## src/rtl/remap_cache_filler.sv

```systemverilog
// Fill-side controller for the banked remap cache: allocates rows in each input-config
// id's circular region, drives the cache write port and reclaims rows on free events.
module remap_cache_filler #(
    parameter int LBW    = 10,
    parameter int DBW    = 8,
    parameter int N_ICFG = 4,
    parameter int VSIZE  = 32,
    localparam int ICFG_BW = $clog2(N_ICFG + 1),
    localparam int CV_BW   = $clog2(VSIZE),
    localparam int HBW     = LBW - CV_BW,
    localparam int CNT_BW  = HBW + 1,
    localparam int IDX_BW  = (N_ICFG > 1) ? $clog2(N_ICFG) : 1
) (
    input  logic               i_clk,
    input  logic               i_rst,
    input  logic               i_cfg_dval,
    input  logic [HBW-1:0]     i_cfg_base [N_ICFG],
    input  logic [CNT_BW-1:0]  i_cfg_size [N_ICFG],
    input  logic               i_din_rdy,
    output logic               o_din_ack,
    input  logic [ICFG_BW-1:0] i_din_id,
    input  logic [DBW-1:0]     i_din_data [VSIZE],
    input  logic               i_free_dval,
    input  logic [ICFG_BW-1:0] i_free_id,
    output logic               o_wad_dval,
    output logic [ICFG_BW-1:0] o_wid,
    output logic [HBW-1:0]     o_whiaddr,
    output logic [DBW-1:0]     o_wdata [VSIZE],
    output logic               o_idle,
    output logic               o_err
);

    logic [HBW-1:0]     base_q [N_ICFG];
    logic [HBW-1:0]     base_d [N_ICFG];
    logic [CNT_BW-1:0]  size_q [N_ICFG];
    logic [CNT_BW-1:0]  size_d [N_ICFG];
    logic [HBW-1:0]     wptr_q [N_ICFG];
    logic [HBW-1:0]     wptr_d [N_ICFG];
    logic [CNT_BW-1:0]  cnt_q  [N_ICFG];
    logic [CNT_BW-1:0]  cnt_d  [N_ICFG];
    logic               wad_dval_q, wad_dval_d;
    logic [ICFG_BW-1:0] wid_q, wid_d;
    logic [HBW-1:0]     whiaddr_q, whiaddr_d;
    logic [DBW-1:0]     wdata_q [VSIZE];
    logic [DBW-1:0]     wdata_d [VSIZE];
    logic               err_q, err_d;

    logic              din_id_ok, free_id_ok, free_ok, any_busy;
    logic [IDX_BW-1:0] din_idx, free_idx;

    assign din_idx    = i_din_id[IDX_BW-1:0];
    assign free_idx   = i_free_id[IDX_BW-1:0];
    assign din_id_ok  = i_din_id < ICFG_BW'(N_ICFG);
    assign free_id_ok = i_free_id < ICFG_BW'(N_ICFG);

    // Ack looks only at registered occupancy, so a same-cycle free cannot open a full region.
    assign o_din_ack = i_din_rdy && din_id_ok && !i_cfg_dval
                       && (cnt_q[din_idx] < size_q[din_idx]);
    assign free_ok   = i_free_dval && free_id_ok && !i_cfg_dval && (cnt_q[free_idx] != '0);

    always_comb begin
        any_busy = 1'b0;
        for (int i = 0; i < N_ICFG; i++) begin
            if (cnt_q[i] != '0) any_busy = 1'b1;
        end
    end

    assign o_idle     = !wad_dval_q && !any_busy;
    assign o_wad_dval = wad_dval_q;
    assign o_wid      = wid_q;
    assign o_whiaddr  = whiaddr_q;
    assign o_wdata    = wdata_q;
    assign o_err      = err_q;

    always_comb begin
        base_d     = base_q;
        size_d     = size_q;
        wptr_d     = wptr_q;
        cnt_d      = cnt_q;
        wad_dval_d = 1'b0;
        wid_d      = wid_q;
        whiaddr_d  = whiaddr_q;
        wdata_d    = wdata_q;
        err_d      = err_q;

        if (i_din_rdy && !din_id_ok) err_d = 1'b1;
        if (i_free_dval && !free_id_ok) err_d = 1'b1;

        if (i_cfg_dval) begin
            base_d = i_cfg_base;
            size_d = i_cfg_size;
            for (int i = 0; i < N_ICFG; i++) begin
                wptr_d[i] = '0;
                cnt_d[i]  = '0;
            end
            if (!o_idle) err_d = 1'b1;
        end else begin
            if (i_free_dval && free_id_ok && cnt_q[free_idx] == '0) err_d = 1'b1;

            if (o_din_ack) begin
                wad_dval_d = 1'b1;
                wid_d      = i_din_id;
                whiaddr_d  = base_q[din_idx] + wptr_q[din_idx];
                wdata_d    = i_din_data;
                if ({1'b0, wptr_q[din_idx]} == size_q[din_idx] - CNT_BW'(1)) begin
                    wptr_d[din_idx] = '0;
                end else begin
                    wptr_d[din_idx] = wptr_q[din_idx] + HBW'(1);
                end
            end

            // A transfer and a free on the same id cancel out in the occupancy count.
            for (int i = 0; i < N_ICFG; i++) begin
                if (o_din_ack && din_idx == IDX_BW'(i) && !(free_ok && free_idx == IDX_BW'(i))) begin
                    cnt_d[i] = cnt_q[i] + CNT_BW'(1);
                end else if (free_ok && free_idx == IDX_BW'(i)
                             && !(o_din_ack && din_idx == IDX_BW'(i))) begin
                    cnt_d[i] = cnt_q[i] - CNT_BW'(1);
                end
            end
        end
    end

    always_ff @(posedge i_clk) begin
        if (i_rst) begin
            base_q     <= '{default: '0};
            size_q     <= '{default: '0};
            wptr_q     <= '{default: '0};
            cnt_q      <= '{default: '0};
            wad_dval_q <= 1'b0;
            wid_q      <= '0;
            whiaddr_q  <= '0;
            wdata_q    <= '{default: '0};
            err_q      <= 1'b0;
        end else begin
            base_q     <= base_d;
            size_q     <= size_d;
            wptr_q     <= wptr_d;
            cnt_q      <= cnt_d;
            wad_dval_q <= wad_dval_d;
            wid_q      <= wid_d;
            whiaddr_q  <= whiaddr_d;
            wdata_q    <= wdata_d;
            err_q      <= err_d;
        end
    end

endmodule
```

## config.mk

```make
export PLATFORM = sky130hd
export DESIGN_NAME = remap_cache_filler
export DESIGN_NICKNAME = d
export VERILOG_FILES = /design/src/rtl/remap_cache_filler.sv
export SDC_FILE = /design/constraint.sdc
export NUM_CORES = 1
export LEC_CHECK = 0
export CELL_PAD_IN_SITES_DETAIL_PLACEMENT = 2
export CELL_PAD_IN_SITES_GLOBAL_PLACEMENT = 2
export CORE_ASPECT_RATIO = 1.4
export CORE_MARGIN = 3
export CORE_UTILIZATION = 24
export CTS_CLUSTER_DIAMETER = 60
export DETAILED_ROUTE_END_ITERATION = 10
export PLACE_DENSITY = 0.83
export SLEW_MARGIN = 20
export SYNTH_ARGS = -nofsm -noshare
export SYNTH_HDL_FRONTEND = slang
export SYNTH_SLANG_ARGS = --single-unit
```

## constraint.sdc

```tcl
create_clock -name i_clk -period 6.4 [get_ports i_clk]
set_clock_uncertainty 0.1 [all_clocks]
set_input_delay 0.96 -clock i_clk [delete_from_list [all_inputs] [get_ports i_clk]]
set_output_delay 0.96 -clock i_clk [all_outputs]
set_load 0.01 [all_outputs]
```

=== After elaboration in Yosys (flattened, before gate mapping) ===
Index checks and enable logic that the tools add are counted.

* Bitwise gates (word level): 5
* Reduce and logical (&&, ||, !) cells: 54
* Eq/ne operators: 7
* $lt $le $gt $ge: 6
* $add $sub $neg: 11
* Multiplexer cells: 37

{| class="wikitable"
|+ Operator list
! operator !! count
|-
| $mux W6 || 14
|-
| $bmux W6 S2 || 3
|-
| $reduce_bool A6 Y1 || 5
|-
| $sub A6 B1 Y6 const B || 5
|-
| $logic_and A1 B1 Y1 || 27
|-
| $mux W5 || 5
|-
| $add A6 B1 Y6 const B || 4
|-
| $and A20 B20 Y20 || 1
|-
| $bmux W5 S2 || 2
|-
| $bwmux W20 || 1
|-
| $mux W20 || 1
|-
| $not A20 Y20 || 1
|-
| $logic_not A1 Y1 || 13
|-
| $demux W5 S2 || 1
|-
| $mux W1 || 10
|-
| $eq A2 B2 Y1 const B || 4
|-
| $reduce_bool A2 Y1 || 4
|-
| $eq A5 B6 Y1 || 1
|-
| $ge A3 B3 Y1 const B || 2
|-
| $logic_not A6 Y1 || 1
|-
| $lt A3 B3 Y1 const B || 2
|-
| $lt A6 B6 Y1 || 1
|-
| $not A2 Y3 || 2
|-
| $add A5 B1 Y5 const B || 1
|-
| 7 further kinds || 9
|}

* Bits in registers: 354
* Logic and storage cells: 172
* Bits of input ports: 311
* Output and inout port bits: 268

=== Depth between registers and ports, before layout ===
Gate-level depths: netlist of run 1.

* Word-level depth: 11
* Depth in mapped cells: 24
* Mapped depth without buffers: 21

=== Least setup slack after synthesis of run 1 ===
No wires, ideal clock.

* Kind: in2reg
* From: input i_din_id[0]
* To: register cnt_q[23] in the netlist's numbering
* Data required time: 6.229 ns
* Setup slack: 0.716 ns
* Setup time: 0.071 ns
* Arrival time: 5.513 ns
* Cell stages on the path: 22
* Path buffers: 4
* Cell sequence: buf_6 > buf_2 > buf_1 > mux4_2 > ha_1 > a2111oi_0 > nand2_1 > a21oi_1 > a21oi_1 > or3_1 > clkbuf_1 > inv_1 > ha_1 > inv_1 > ha_1 > a21o_1 > a21oi_1 > o21bai_1 > a21oi_1 > xnor2_1 > or3_1 > a21oi_1

* Cells in the longest elaborated chain, start to end: 10
* Elaborated cells on any way between the ends: 19
* Those cells by class: 2 x order compare; 7 x mux; 1 x bitwise; 9 x reduce/logical

{| class="wikitable"
|+ RTL lines
! item !! line !! text
|-
| start: declaration || 21 || <nowiki>input logic [ICFG_BW-1:0] i_din_id,</nowiki>
|-
| $not A2 Y3 (implied by the code) || 58 || <nowiki>&& (cnt_q[din_idx] < size_q[din_idx]);</nowiki>
|-
| $bmux W6 S2 || 58 ||
|-
| $mux W6 (implied by the code) (2 in a row) || 58 ||
|-
| $lt A6 B6 Y1 || 58 ||
|-
| $logic_and A1 B1 Y1 || 58 ||
|-
| $logic_and A1 B1 Y1 (*) || 114, 117 ||
|-
| $logic_not A1 Y1 || 117 || <nowiki>&& !(o_din_ack && din_idx == IDX_BW'(i))) begin</nowiki>
|-
| $logic_and A1 B1 Y1 || 117 ||
|-
| $reduce_bool A2 Y1 (no source line) || -- ||
|-
| end signal: assignment || 139 || <nowiki>cnt_q <= cnt_d;</nowiki>
|-
| end: declaration || 39 || <nowiki>logic [CNT_BW-1:0] cnt_q [N_ICFG];</nowiki>
|}

Every way passes the cells marked *; elsewhere a longest branch is shown, timed or not. The select of a mux whose other input is x is not followed.
A chain may end at the register's enable or synchronous reset.

=== Worst setup path after layout of run 1 ===
* From: input i_din_id[1]
* To: output o_din_ack

* Cells in the longest elaborated chain, start to end: 6
* Elaborated cells on any way between the ends: 12
* Those cells by class: 2 x order compare; 6 x mux; 1 x bitwise; 3 x reduce/logical

{| class="wikitable"
|+ RTL lines
! item !! line !! text
|-
| $not A2 Y3 (implied by the code) || 58 ||
|-
| $bmux W6 S2 || 58 ||
|-
| $mux W6 (implied by the code) (2 in a row) || 58 ||
|-
| $lt A6 B6 Y1 || 58 ||
|-
| $logic_and A1 B1 Y1 (*) || 58 ||
|-
| end: declaration || 20 || <nowiki>output logic o_din_ack,</nowiki>
|}

Marks and branches as above.

==> out/metrics.yaml, run 1 <==
run_status:
  run_status: "finished clean"
die:
  die_y_um: 293
  die_width_um: 211
  floorplan_die_area_mm2: 0.0617
  initial_utilization_pct: 24.4
  core-area_mm2: 0.0578
  pin_count: 579
  row_count: 104
layout:
  drive_gt1_share_pct: 5.26
  design.final.nets: 2542
  area.sequential_mm2: 0.00709
  multi_input_gate_area_mm2: 0.00642
  finalNonFillerCells: 2980
  layout_fillers: 6438
  areaGrowthSynthToFinish_pct: 54.9
timing:
  accumulated_negative_setup_slack_ns: 0
  post-route-period-util_pct: 91.1
  relSlewSlack_pct: 30.1
  unrepaired_setup_endpoints_after_global_routing: "no"
  worst-slew-pin-transition_ns: 1.05
  maxSlewViolCount: 0
  fmaxAchievable_mhz: 172
  final_setup_violation_count: 0
  finalHoldViolations: 0
  timing.final.crit_period_ns: 5.83
synth:
  synth.top_cell.area_share_pct: 50.3
  synthTopCellsByArea: "sky130_fd_sc_hd__dfxtp_1, sky130_fd_sc_hd__nand2_1, sky130_fd_sc_hd__a21oi_1, sky130_fd_sc_hd__mux2i_1, sky130_fd_sc_hd__mux4_2"
  synth-seq-area-share_pct: 50.3
  synth_area_mm2: 0.0141
  post-synth-top-area-cell: "sky130_fd_sc_hd__dfxtp_1"
  yosys.area_share.adder_pct: 3.55
  syn_inst: 1674
  synth_most_common_cell: "sky130_fd_sc_hd__nand2_1"
  synth_simple_gate_area_share_pct: 19.3
  async_reset_ff_share_pct: 0
  synth_edf_count: 0
  syn_nets: 2022
  share_of_the_synthesized_netlist_area_taken_by_xor_and_xnor_gates_pct: 2.18
  synth.area.mux_share_pct: 7.27
  synth-main-ff-cell: "sky130_fd_sc_hd__dfxtp_1"
  synth_area_per_cell_um2: 8.42
  synth_common_cells: "sky130_fd_sc_hd__nand2_1, sky130_fd_sc_hd__dfxtp_1, sky130_fd_sc_hd__a21oi_1"
  yosys_warnings: 0
  ys_ff_latch: 354
  synth-compound-area-share_pct: 13.2
  synth_top_family_by_area: "simple AND/OR/NAND/NOR gates"
  yosys.cell_types.count: 49
pwr:
  clk_network_pwr_share_pct: 42.2
  ir_drop_uv: 190
  power.static_leakage_uw: 0.00790
  power_frac_seq_pct: 42.7
  switching_share_pct: 26.3
  p_per_area_mw_per_mm2: 254
  power.internal_uw: 4080
  p_comb_share_pct: 15.1
  p_sw_uw: 1460
hold_path:
  holdPathEnd: "o_wdata[62]"
  hold_path_class: "reg2reg"
  timing.hold.worst.start: "o_wdata[62]"
  hold_path_depth: 2
worst_setup_path:
  end_kind: "output port"
  crit-reg2reg-capture: "cnt_q[11]"
  start_kind: "input port"
  worst-endpoint-required_ns: 5.34
  crit-reg2reg-launch: "size_q[9]"
  crit_type: "in2out"
  worst_ep_arrival_time_ns: 4.77
  regToRegSetupSlack_ns: 1.69
  ff2ff_path_depth: 20
  worst-path-max-fanout: 63
clock_tree:
  cts.root.buffer_cell: "sky130_fd_sc_hd__clkbuf_16"
  clk_transition_reported_paths_ns: 0.06
  cts-hold-fix-buffers: 0
  ctsResizeCount: 0
  clockBufferDepth: 3
  htreeDepth: 2
  cts_post_setup_buffers_inserted: 0
  cts_tree: "built"
  numCtsBuffers: 41
  clock_sinks: 354
  clk-insertion-delay-late_ns: 0.56
grt:
  grt_antenna_before_repair: 18
  grt_first_pass_wirelength_um: 94900
  grt_max_degree: 205
  grt_remaining_overflow: 0
  via_count_of_the_first_global_routing_pass: 15700
  grt.total_usage_pct: 19.8
placement:
  io_buffers: 578
  place_congestion: 0.847
  dp.cells: 2892
  dp.final_hpwl_um: 47300
routing:
  number_of_vias_after_detailed_routing: 14100
  drt_first_pass_iters: 4
  drc: 0
  average_detailed_routed_wire_length_per_instance_um: 21.6
  wl_um: 64400
  route.antenna.remaining_nets: 0
  post_drt_via_cell_ratio: 4.74
  drt_iter0_drc: 411
run:
  maxCapViolCount: 0
==> power groups by stage <==
stage | sequential (µW) | combinational, µW | clock [µW]
finish | 2370 | 835 | 2340
global route | 2380 | 903 | 2500
CTS | 2370 | 847 | 2420
detailed placement | 2420 | 838 | 0
global placement | 2410 | 806 | 0
floorplan | 2440 | 306 | 0
==> state kept, by name, summed over array words and instances (netlist names) <==
signal,cells
o_err,1
wptr_q,20
size_q,24
o_wad_dval,1
o_whiaddr,5
o_wdata,256
cnt_q,24
o_wid,3
base_q,20
==> cells in the final DEF, fill, tap and decap left out, types with 3 or more instances in the layout <==
| cell | instances |
|---|---|
| sky130_fd_sc_hd__clkdlybuf4s50_1 | 575 |
| sky130_fd_sc_hd__clkbuf_8 | 10 |
| sky130_fd_sc_hd__nor2_1 | 97 |
| sky130_fd_sc_hd__mux4_1 | 4 |
| sky130_fd_sc_hd__clkbuf_16 | 41 |
| sky130_fd_sc_hd__o21bai_1 | 3 |
| sky130_fd_sc_hd__clkbuf_1 | 8 |
| sky130_fd_sc_hd__inv_1 | 23 |
| sky130_fd_sc_hd__xnor2_1 | 21 |
| sky130_fd_sc_hd__nand2_1 | 541 |
| sky130_fd_sc_hd__xor2_1 | 14 |
| sky130_fd_sc_hd__mux4_2 | 19 |
| sky130_fd_sc_hd__a21oi_1 | 293 |
| sky130_fd_sc_hd__nand3b_1 | 6 |
| sky130_fd_sc_hd__dfxtp_1 | 354 |
| sky130_fd_sc_hd__or3_1 | 5 |
| sky130_fd_sc_hd__diode_2 | 14 |
| sky130_fd_sc_hd__inv_6 | 3 |
| sky130_fd_sc_hd__ha_1 | 32 |
| sky130_fd_sc_hd__nor4_1 | 4 |
| sky130_fd_sc_hd__a21o_1 | 6 |
| sky130_fd_sc_hd__nand3_1 | 24 |
| sky130_fd_sc_hd__o21a_1 | 3 |
| sky130_fd_sc_hd__clkinv_2 | 5 |
| sky130_fd_sc_hd__o21ai_0 | 8 |
| sky130_fd_sc_hd__o31ai_1 | 14 |
| sky130_fd_sc_hd__buf_4 | 17 |
| sky130_fd_sc_hd__mux2i_1 | 48 |
| sky130_fd_sc_hd__fa_1 | 5 |
==> cell families (layout without fill, tap and decap cells) <==
family	after synthesis	after routing
other	0	14
buffers and inverters	144	694
AOI/OAI and AO/OA	342	342
xor gates and xnor gates	35	35
DFF	354	354
adders and majority gates	37	37
muxes	72	72
and+or+nand+nor	690	690
==> worst max path at each step <==
stage	start	end	slack [ns]	depth (start not counted)
final	i_din_id[1]	o_din_ack	0.57	12
after global routing	i_din_id[1]	o_din_ack	0.38	15
after CTS	i_din_id[1]	o_din_ack	0.53	12
after detailed placement	i_din_id[1]	cnt_q[17]	0.47	22
after global placement	i_din_id[1]	cnt_q[17]	0.62	22
after floorplan	i_din_id[0]	cnt_q[23]	0.72	22
==> final cells by class <==
class                      instances  area share (%)
clock buffer                      59            5.47
clock inverter                    14           0.573
timing repair buffer             597            27.2
sequential                       354            32.5
tap                              742            4.25
antenna                           14           0.160
inverter                          24           0.447
multi-input combinational       1176            29.4
==> critical path: stages <==
cell	delay [ns]
sky130_fd_sc_hd__clkdlybuf4s50_1	0.55
sky130_fd_sc_hd__buf_4	0.33
sky130_fd_sc_hd__mux4_1	0.45
sky130_fd_sc_hd__inv_1	0.10
sky130_fd_sc_hd__ha_1	0.23
sky130_fd_sc_hd__o21a_1	0.17
sky130_fd_sc_hd__o21a_1	0.16
sky130_fd_sc_hd__o21ai_0	0.32
sky130_fd_sc_hd__a21oi_4	0.17
sky130_fd_sc_hd__inv_8	0.09
sky130_fd_sc_hd__buf_4	0.54
sky130_fd_sc_hd__clkdlybuf4s50_1	0.67
==> through the flow <==
stage	hold slack [ns]	utilization [%]	power (µW)	area (µm²)	worst slack (ns)
after global placement	0.337	35.4	3210	20500	0.625
after floorplan	0.334	-	2740	14100	0.716
after detailed placement	0.347	35.4	3250	20500	0.469
after CTS	0.355	37.7	5630	21800	0.530
final	0.353	37.8	5540	21800	0.571
after global routing	0.374	37.8	5780	21800	0.376
==> metal layers <==
layer  vias to the layer above  GRT usage (%)  wire length (µm)
li1                       6600              -                 -
met1                      6936           19.5             22900
met2                       447           37.2             33700
met3                       139           6.14              4610
met4                         8           9.68              3160
met5                         -              0                48
Power figures use the tool's default switching activity.
==> inputs of run 2 (changes only) <==
- MAX_ROUTING_LAYER: unset -> met4
==> run 2 against run 1 <==
Against the previous run:
- die area stayed put
- hold slack hardly changed
- first-iteration DRC count is 19% higher
- maximum frequency is 0.18% higher
- cell count is 0.13% higher
- sequential power hardly changed
- sequential share of layout area hardly changed
- flip-flop and latch count stayed put
- global-route usage is 0.58 points higher
- count of clock-buffer cells in the layout stayed put
==> out/metrics.yaml, run 2 (same netlist as run 1, synthesis figures left out) <==
worst_setup_path:
  worst-path-max-fanout: 63
  cells_along_the_critical_path: "clkdlybuf4s50_1 -> buf_4 -> mux4_1 -> inv_1 -> ha_1 -> o21a_1 -> o21a_1 -> o21ai_0 -> a21oi_4 -> inv_8 -> buf_4 -> clkdlybuf4s50_1"
  start_kind: "input port"
  end_kind: "output port"
  slowest_delay_ns: 0.67
  regToRegSetupSlack_ns: 1.68
  critical_path.top_delay_family: "buffers and inverters"
  crit-reg2reg-launch: "size_q[15]"
  cp_num_cells: 12
  crit_type: "in2out"
  crit_path_buffers_inverters: 6
  crit-reg2reg-capture: "cnt_q[17]"
  worst-endpoint-required_ns: 5.34
  worst_ep_arrival_time_ns: 4.76
  ff2ff_path_depth: 20
  worst_path_max_delay_cell: "sky130_fd_sc_hd__clkdlybuf4s50_1"
routing:
  number_of_vias_after_detailed_routing: 14100
  wl_um: 64300
  route.antenna.remaining_nets: 0
  drc: 0
  drt_first_pass_iters: 5
  post_drt_via_cell_ratio: 4.73
  drt_iter0_drc: 491
  average_detailed_routed_wire_length_per_instance_um: 21.6
clock_tree:
  clockBufferDepth: 3
  cts.root.buffer_cell: "sky130_fd_sc_hd__clkbuf_16"
  numCtsBuffers: 41
  ctsResizeCount: 0
  htreeDepth: 2
  cts_tree: "built"
  clk-insertion-delay-late_ns: 0.55
  cts_post_setup_buffers_inserted: 0
  clk_transition_reported_paths_ns: 0.06
  cts-hold-fix-buffers: 0
  clock_sinks: 354
timing:
  finalHoldViolations: 0
  unrepaired_setup_endpoints_after_global_routing: "no"
  worst-slew-pin-transition_ns: 1.33
  final_setup_violation_count: 0
  fmaxAchievable_mhz: 172
  maxSlewViolCount: 0
  timing.final.crit_period_ns: 5.82
  accumulated_negative_setup_slack_ns: 0
  relSlewSlack_pct: 11.6
  holdWs_ns: 0.353
  post-route-period-util_pct: 90.9
pwr:
  p_per_area_mw_per_mm2: 253
  p_sw_uw: 1450
  switching_share_pct: 26.3
  clk_network_pwr_share_pct: 42.1
  power_frac_seq_pct: 42.8
  p_comb_share_pct: 15.1
  ir_drop_uv: 190
  power.internal_uw: 4080
  report.power.total_uw: 5530
  power.static_leakage_uw: 0.00790
die:
  floorplan_die_area_mm2: 0.0617
  pin_count: 579
  die_width_um: 211
  core-area_mm2: 0.0578
  die_y_um: 293
  initial_utilization_pct: 24.4
  row_count: 104
run_status:
  run_status: "finished clean"
placement:
  dp.final_hpwl_um: 47300
  place_congestion: 0.861
  io_buffers: 578
  placement.cell_area_mm2: 0.0205
grt:
  grt_remaining_overflow: 0
  grt_antenna_before_repair: 18
  grt_max_degree: 205
  grt.total_usage_pct: 20.4
  via_count_of_the_first_global_routing_pass: 15700
  grt_first_pass_wirelength_um: 94800
layout:
  layout.cell_area.non_filler_mm2: 0.0218
  layout_fillers: 6436
  areaGrowthSynthToFinish_pct: 55.0
  design.final.nets: 2542
  drive_gt1_share_pct: 5.26
  largest_reg_flops: 256
  most_frequent_standard_cell_in_the_layout_excluding_fill_and_tap_cells: "sky130_fd_sc_hd__clkdlybuf4s50_1"
  commonest_cells_after_routing_fill_and_taps_aside: "sky130_fd_sc_hd__clkdlybuf4s50_1, sky130_fd_sc_hd__nand2_1, sky130_fd_sc_hd__dfxtp_1"
run:
  maxCapViolCount: 0
hold_path:
  timing.hold.worst.start: "o_wdata[157]"
  hold_path_class: "reg2reg"
  holdPathEnd: "o_wdata[157]"
  hold_path_depth: 2
run 2: metrics by stage:
| stage | cells | utilization [%] | worst slack, ns |
|---|---|---|---|
| 5_1_grt | 2984 | 37.8 | 0.374 |
| 6_report | 2984 | 37.8 | 0.581 |
| 3_5_place_dp | 2892 | 35.4 | 0.469 |
| 2_1_floorplan | 1674 | - | 0.716 |
| 3_3_place_gp | 2892 | 35.4 | 0.625 |
| 4_1_cts | 2965 | 37.7 | 0.530 |
run 2: routing by layer:
layer | vias up | wire, µm | global-route usage (%)
met3 | 130 | 4600 | 6.05
met5 | - | 0 | -
met4 | 0 | 2970 | 9.68
met2 | 458 | 34100 | 37.3
met1 | 6932 | 22700 | 19.5
li1 | 6600 | - | -
run 2: power groups by stage:
stage | logic, µW | clock network [µW] | registers (µW)
floorplan | 306 | 0 | 2440
global placement | 806 | 0 | 2410
detailed placement | 838 | 0 | 2420
CTS | 847 | 2420 | 2370
global route | 903 | 2500 | 2380
finish | 835 | 2330 | 2370
run 2: worst max path at each step:
stage | startpoint | endpoint
floorplan | i_din_id[0] | cnt_q[23]
global placement | i_din_id[1] | cnt_q[17]
detailed placement | i_din_id[1] | cnt_q[17]
CTS | i_din_id[1] | o_din_ack
global route | i_din_id[1] | o_din_ack
finish | i_din_id[1] | o_din_ack
run 2: cell type report:
class	instances	area [µm²]	area share, %
clock buffer	59	1190	5.46
clock inverter	14	125	0.573
multi-input combinational	1176	6420	29.4
inverter	24	97.6	0.447
timing repair buffer	597	5950	27.2
tap	742	928	4.25
sequential	354	7090	32.4
antenna	18	45.0	0.206
run 2: worst reg2reg max path, cell delays in order, from the launching register on:
cell	delay, ns
sky130_fd_sc_hd__dfxtp_1	0.34
sky130_fd_sc_hd__mux4_1	0.63
sky130_fd_sc_hd__inv_1	0.16
sky130_fd_sc_hd__ha_1	0.27
sky130_fd_sc_hd__a2111oi_0	0.37
sky130_fd_sc_hd__nand2_1	0.10
sky130_fd_sc_hd__a21oi_1	0.22
sky130_fd_sc_hd__a21oi_4	0.10
sky130_fd_sc_hd__nor2_1	0.11
sky130_fd_sc_hd__nand2_1	0.11
sky130_fd_sc_hd__inv_1	0.22
sky130_fd_sc_hd__ha_1	0.23
sky130_fd_sc_hd__inv_1	0.13
sky130_fd_sc_hd__ha_1	0.30
sky130_fd_sc_hd__a21o_1	0.18
sky130_fd_sc_hd__a21oi_1	0.22
sky130_fd_sc_hd__o21bai_1	0.10
sky130_fd_sc_hd__a21oi_1	0.18
sky130_fd_sc_hd__xnor2_1	0.10
sky130_fd_sc_hd__or3_1	0.31
sky130_fd_sc_hd__a21oi_1	0.15
==> inputs of run 3 (changes only) <==
- MAX_ROUTING_LAYER: met4 -> unset
- SKIP_CTS_REPAIR_TIMING: unset -> 1
==> results of run 3 <==
The final DEF is identical to that of run 1; final timing and power are the same.
